File: src/rtl/row_fifo_arbiter.sv
// Round-robin arbiter that grants one requester at a time a burst of whole rows
// into a shared downstream row FIFO.
module row_fifo_arbiter #(
    parameter int unsigned WIDTH     = 32,
    parameter int unsigned ROW_SIZE  = 3,
    parameter int unsigned NUM_REQ   = 4,
    parameter int unsigned BURST_MAX = 4
) (
    input  logic                                           clock,
    input  logic                                           reset_n,
    input  logic [NUM_REQ-1:0]                             req_valid,
    input  logic [NUM_REQ-1:0]                             req_last,
    input  logic [NUM_REQ-1:0][ROW_SIZE-1:0][WIDTH-1:0]    req_data,
    output logic [NUM_REQ-1:0]                             req_ready,
    input  logic                                           fifo_full,
    output logic                                           fifo_we,
    output logic [ROW_SIZE-1:0][WIDTH-1:0]                 fifo_data,
    output logic                                           grant_valid,
    output logic [(NUM_REQ > 1 ? $clog2(NUM_REQ) : 1)-1:0] grant_id
);

    localparam int IdW   = (NUM_REQ > 1) ? $clog2(NUM_REQ) : 1;
    localparam int BeatW = $clog2(BURST_MAX + 1);

    typedef enum logic [0:0] {StIdle, StBurst} state_e;

    state_e           state_q, state_d;
    logic [IdW-1:0]   rr_ptr_q, rr_ptr_d;
    logic [IdW-1:0]   grant_id_q, grant_id_d;
    logic [BeatW-1:0] beat_q, beat_d;

    logic             pick_found;
    logic [IdW-1:0]   pick_id;
    logic [IdW-1:0]   scan_idx;
    logic             xfer;
    logic             beat_hit;
    logic             burst_end;

    always_ff @(posedge clock or negedge reset_n) begin
        if (!reset_n) begin
            state_q    <= StIdle;
            rr_ptr_q   <= '0;
            grant_id_q <= '0;
            beat_q     <= '0;
        end else begin
            state_q    <= state_d;
            rr_ptr_q   <= rr_ptr_d;
            grant_id_q <= grant_id_d;
            beat_q     <= beat_d;
        end
    end

    // First valid requester at or after rr_ptr, wrapping modulo NUM_REQ.
    always_comb begin
        pick_found = 1'b0;
        pick_id    = '0;
        scan_idx   = '0;
        for (int k = 0; k < int'(NUM_REQ); k++) begin
            scan_idx = IdW'((int'(rr_ptr_q) + k) % int'(NUM_REQ));
            if (!pick_found && req_valid[scan_idx]) begin
                pick_found = 1'b1;
                pick_id    = scan_idx;
            end
        end
    end

    assign xfer     = (state_q == StBurst) && req_valid[grant_id_q] && !fifo_full;
    assign beat_hit = (beat_q + BeatW'(1)) == BeatW'(BURST_MAX);
    // A stalled FIFO never ends a burst; an idle granted requester only does when unstalled.
    assign burst_end = (xfer && (req_last[grant_id_q] || beat_hit)) ||
                       (!req_valid[grant_id_q] && !fifo_full);

    always_comb begin
        state_d    = state_q;
        rr_ptr_d   = rr_ptr_q;
        grant_id_d = grant_id_q;
        beat_d     = beat_q;
        unique case (state_q)
            StIdle: begin
                if (pick_found) begin
                    state_d    = StBurst;
                    grant_id_d = pick_id;
                    beat_d     = '0;
                end
            end
            StBurst: begin
                if (xfer) begin
                    beat_d = beat_q + BeatW'(1);
                end
                if (burst_end) begin
                    state_d  = StIdle;
                    rr_ptr_d = (grant_id_q == IdW'(NUM_REQ - 1)) ? '0 : grant_id_q + IdW'(1);
                end
            end
            default: state_d = StIdle;
        endcase
    end

    always_comb begin
        grant_valid = (state_q == StBurst);
        grant_id    = grant_id_q;
        req_ready   = '0;
        fifo_data   = '0;
        fifo_we     = xfer;
        if (grant_valid) begin
            req_ready[grant_id_q] = !fifo_full;
            fifo_data             = req_data[grant_id_q];
        end
    end

endmodule

File: config.mk
export PLATFORM = sky130hd
export DESIGN_NAME = row_fifo_arbiter
export DESIGN_NICKNAME = d
export VERILOG_FILES = /design/src/rtl/row_fifo_arbiter.sv
export SDC_FILE = /design/constraint.sdc
export NUM_CORES = 1
export LEC_CHECK = 0
export CORE_AREA = 2 2 192 194
export DETAILED_ROUTE_END_ITERATION = 12
export DIE_AREA = 0 0 194 196
export GPL_ROUTABILITY_DRIVEN = 0
export PLACE_DENSITY = 0.37
export SYNTH_ARGS = -nofsm -noshare
export SYNTH_HDL_FRONTEND = slang
export SYNTH_SLANG_ARGS = --single-unit
File: constraint.sdc
create_clock -name clock -period 3.1 [get_ports clock]
set_input_delay 0.62 -clock clock [delete_from_list [all_inputs] [get_ports clock]]
set_output_delay 0.62 -clock clock [all_outputs]
set_load 0.02 [all_outputs]
Word level (Yosys, flattened, before mapping). Cells that the tools add are included.

$add $sub $neg: 5. $mul: 0. Divide/modulo/power cells: 0. Order comparisons: 6. Eq/ne operators: 4. Shift-type cells: 0. Muxes and demuxes: 33. Bitwise logic cells: 2. Reduce and logical (&&, ||, !) cells: 18.

Operators with widths (number): 96-bit binary-select mux with 2-bit select (1); 96-bit two-way mux (2); 2-bit by 3-bit < comparator with 1-bit output, second input constant (5); 1-bit two-way mux (13); 1-bit binary-select mux with 2-bit select (6); 2-bit two-way mux (5); 1-bit logical AND (8); 3-bit two-way mux (2); 3-bit one-hot mux with 2 select lines (1); 2-bit AND reduction (3); 1-bit logical NOT (5); 2-bit by 1-bit adder with 2-bit output, second input constant (2); 2-bit adder, second input constant (2); 4-bit bitwise AND (1); 4-bit two-way mux (1); 3-bit by 1-bit adder with 3-bit output, second input constant (1); 3-bit equality test, second input constant (1); 1-bit demux with 2-bit select (1); 2-bit equality test, second input constant (1); 2-bit by 1-bit greater-or-equal comparator with 1-bit output, second input constant (1); 1-bit logical OR (2); 2-bit by 1-bit != test with 1-bit output, second input constant (1); 2-bit != test, second input constant (1); 1-bit one-hot mux with 2 select lines (1); 1-bit NOT (1).

Bits in registers: 8. Latch bits: 0. Memory bits (writable): 0. Memory bits (read-only): 0. Input port bits: 395. Output and inout port bits: 104. Word-level logic and storage cells: 72. Memories kept: 0.

Longest topological paths before layout.
Word-level depth: 14. Depth in mapped cells: 6. Mapped depth without buffers: 5.

Worst setup path before layout. No wires, ideal clock.

Path type: register -> output. From: register grant_id_q[0] (netlist: grant_id[0]). To: output fifo_data[78] (netlist bit). Arrival time: 1.755 ns. Data required time: 2.480 ns. Slack: 0.725 ns. Stages on the path, launching flop included: 6. Buffers on the path: 3. Cell sequence: dfrtp_1 buf_6 buf_6 buf_6 mux4_2 and2_1.

RTL lines: from (decl) (line 29) `logic [IdW-1:0] grant_id_q, grant_id_d;`; from (signal assigned) (line 48) `grant_id_q <= grant_id_d;`; to (decl) (line 17) `output logic [ROW_SIZE-1:0][WIDTH-1:0] fifo_data,`.

==> flow_summary.toml <==
[floorplanning]
initial_utilization = 0.0971
die_w_microns = 194
num_io_pins = 499
core_sq_mm = 0.0361
die_h_microns = 196
rows = 70
die_area_sq_mm = 0.0380

[sta]
worst_slew_pin_slew_ns = 0.393
finalCritPeriodShare = 0.959
drv_slew = 0
setup_tns_ns = 0
setup_ws_ns = 0.127
hold_violations = 0
relSlewSlack = 0.737
max_freq_mhz = 336
fin_crit_ns = 2.97
rsz0062_at_grt = "false"
setup_viol = 0
clock_skew_ns = 0.00119

[place]
dp_hpwl_microns = 20500
dpl_cell_area_sq_mm = 0.00923
post-place-ws_ns = 0.0935
dp.cells = 1239
port_buffers = 498

[drt]
viasPerCell = 3.74
ant_nets = 0
first_iter_violations = 134
wire_per_inst_microns = 19.1
remaining_drc_errors = 0
via_count = 4648
wl_microns = 23700
drtPass1Iterations = 4

[yosys]
synth-async-reset-ratio = 1.00
synth.most_common_cell = "and2_1"
synth_area_leaders = "mux4_2 63%, and2_1 18%, dfrtp_1 5.7%, ha_1 2.1%, buf_2 1.9%"
synth_cell_types = 27
synth_top_area_cell = "mux4_2"
yosysTopAreaCellShare = 0.630
synth_common_cells = "100 x and2_1, 98 x mux4_2, 17 x clkbuf_1"
avgSynthCellArea_sq_um = 12.4
ys.flop_type = "dfrtp_1"
yosysWarnings = 0
synth_edf_count = 0
synth_seq_area_share = 0.0571
synth_nets = 683
syn-cell-area_sq_mm = 0.00350
synth_seq_cells = 8
synthCells = 282

[setup_path]
cp_slowest_stage_delay_ns = 0.55
cp.required_ns = 2.48
crit_top_cell = "buf_12"
slowest_stage = "clkdlybuf4s50_1"
worstPathCellList = "buf_12, buf_12, mux4_2, and2_1, clkdlybuf4s50_1"
worstSetupPathType = "reg2out"
reg2reg_from = "grant_id[0]"
critPathArrivalTime_ns = 2.35
path_max_fanout = 20
crit_path_start_kind = "register"
r2r-end = "rr_ptr_q[1]"
r2r_slack_ns = 0.94
crit_buf_inv = 3
crit_start = "grant_id[0]"
r2r_cells = 6
end_kind = "primary output"
cp_top_family = "buffers and inverters"
crit_cells = 5
crit_end = "fifo_data[84]"

[pwr]
leakagePower_uw = 0.00325
pwr-share-seq = 0.034
comb_power_share = 0.932
p_clk_frac = 0.034
vdd_drop_max_mv = 0.380
power.density_mw_per_mm2 = 714
p_switching_uw = 2830
swShare = 0.426
power.internal_uw = 3810

[run]
cap_violations = 0

[global_routing]
antenna_found_initial = 0
grt-ovfl-total = 0
grt_pass1_wl_microns = 34100
track_usage = 0.119
grt_pass1_vias = 5170
grt_start_max_net_pins = 62

[clock_network]
cts_resized = 0
cts-hold-fix-buffers = 0
clk_latency_ns = 0.23
tritoncts = "yes"
path_clk_slew_ns = 0.04
post-cts-setup-buffers = 0
cts_root_buf = "clkbuf_16"
cts_sinks = 8
cts_made_buffers = 3
h-tree-depth = 1
clock_path_buffers = 2

[layout]
finalNonFillerCells = 1243
num-fill-cells = 3865
multi_input_area_sq_mm = 0.00312
seq_area_sq_um = 209
stdcell_area_sq_mm = 0.00931
utilization = 0.258
layout.nets = 1177
diodes = 0
drive_above_1_share = 0.170
syn2layout_area_growth_pct = 166

[min_path]
hold_path_class = "reg2reg"
worstHoldStart = "beat_q[0]"

[status]
outcome = "complete, no violations"
==> power by group through the flow <==
stage	Clock, uW	Sequential [uW]	Combinational (uW)
6_report	224	227	6190
5_1_grt	234	236	6620
4_1_cts	229	230	6360
3_5_place_dp	0	230	6340
3_3_place_gp	0	231	6370
2_1_floorplan	0	209	3460
==> logic make-up (layout without fill, tap and decap cells) <==
logic type	after synthesis	in the layout	share of synthesized area
flops	8	8	0.0571
mux	103	103	0.645
compound gates	14	14	0.0261
simple gates	110	110	0.194
xor+xnor	1	1	0.00250
fa+ha+maj	6	6	0.0214
buf+inv	40	533	0.0539
==> worst register-to-register path: cells and delay by family (launching register included) <==
family	cells	cell delay [ns]
buf+inv	2	0.37
compound gates	2	0.33
flops	1	0.46
mux	2	0.87
==> worst min-delay path by stage <==
stage / end / slack, ns / cells after the start
2_1_floorplan: beat_q[0] / 0.32 / 0
3_3_place_gp: rr_ptr_q[0] / 0.53 / 1
3_5_place_dp: rr_ptr_q[0] / 0.52 / 1
4_1_cts: rr_ptr_q[0] / 0.54 / 1
5_1_grt: beat_q[0] / 0.55 / 1
6_report: beat_q[0] / 0.54 / 1
==> layout make-up <==
type | instances | area share
multi-input cells | 234 | 0.335
well taps | 468 | 0.0629
clock buffers | 4 | 0.00847
flip-flops and latches | 8 | 0.0225
inverters | 7 | 0.00282
repair buffers | 522 | 0.569
==> routing by layer <==
metal	up-vias	wire length, microns	track usage
met4	0	138	0.0140
met2	234	12400	0.218
met5	-	0	0
met1	2287	9470	0.146
met3	8	1670	0.0251
li1	2119	-	-
==> cells in the final DEF (no fill, tap or decap), types with 3 or more instances in the layout <==
cell and count:
a21oi_1 4, and2_1 100, buf_12 10, buf_4 14, clkbuf_16 3, clkdlybuf4s50_1 498, dfrtp_1 5, ha_1 6
inv_1 7, mux4_2 98, nor2_1 3, o21ai_0 4
==> flip-flops by register name, indices dropped and copies added, names as in the netlist <==
register	cells
grant_valid	1
grant_id	2
rr_ptr_q	2
beat_q	3
==> through the flow <==
stage	hold WS (ns)	total power, uW
5_1_grt	0.555	7090
4_1_cts	0.540	6820
3_3_place_gp	0.527	6600
3_5_place_dp	0.524	6570
6_report	0.535	6640
2_1_floorplan	0.324	3670
Power figures use the tool's default switching activity.
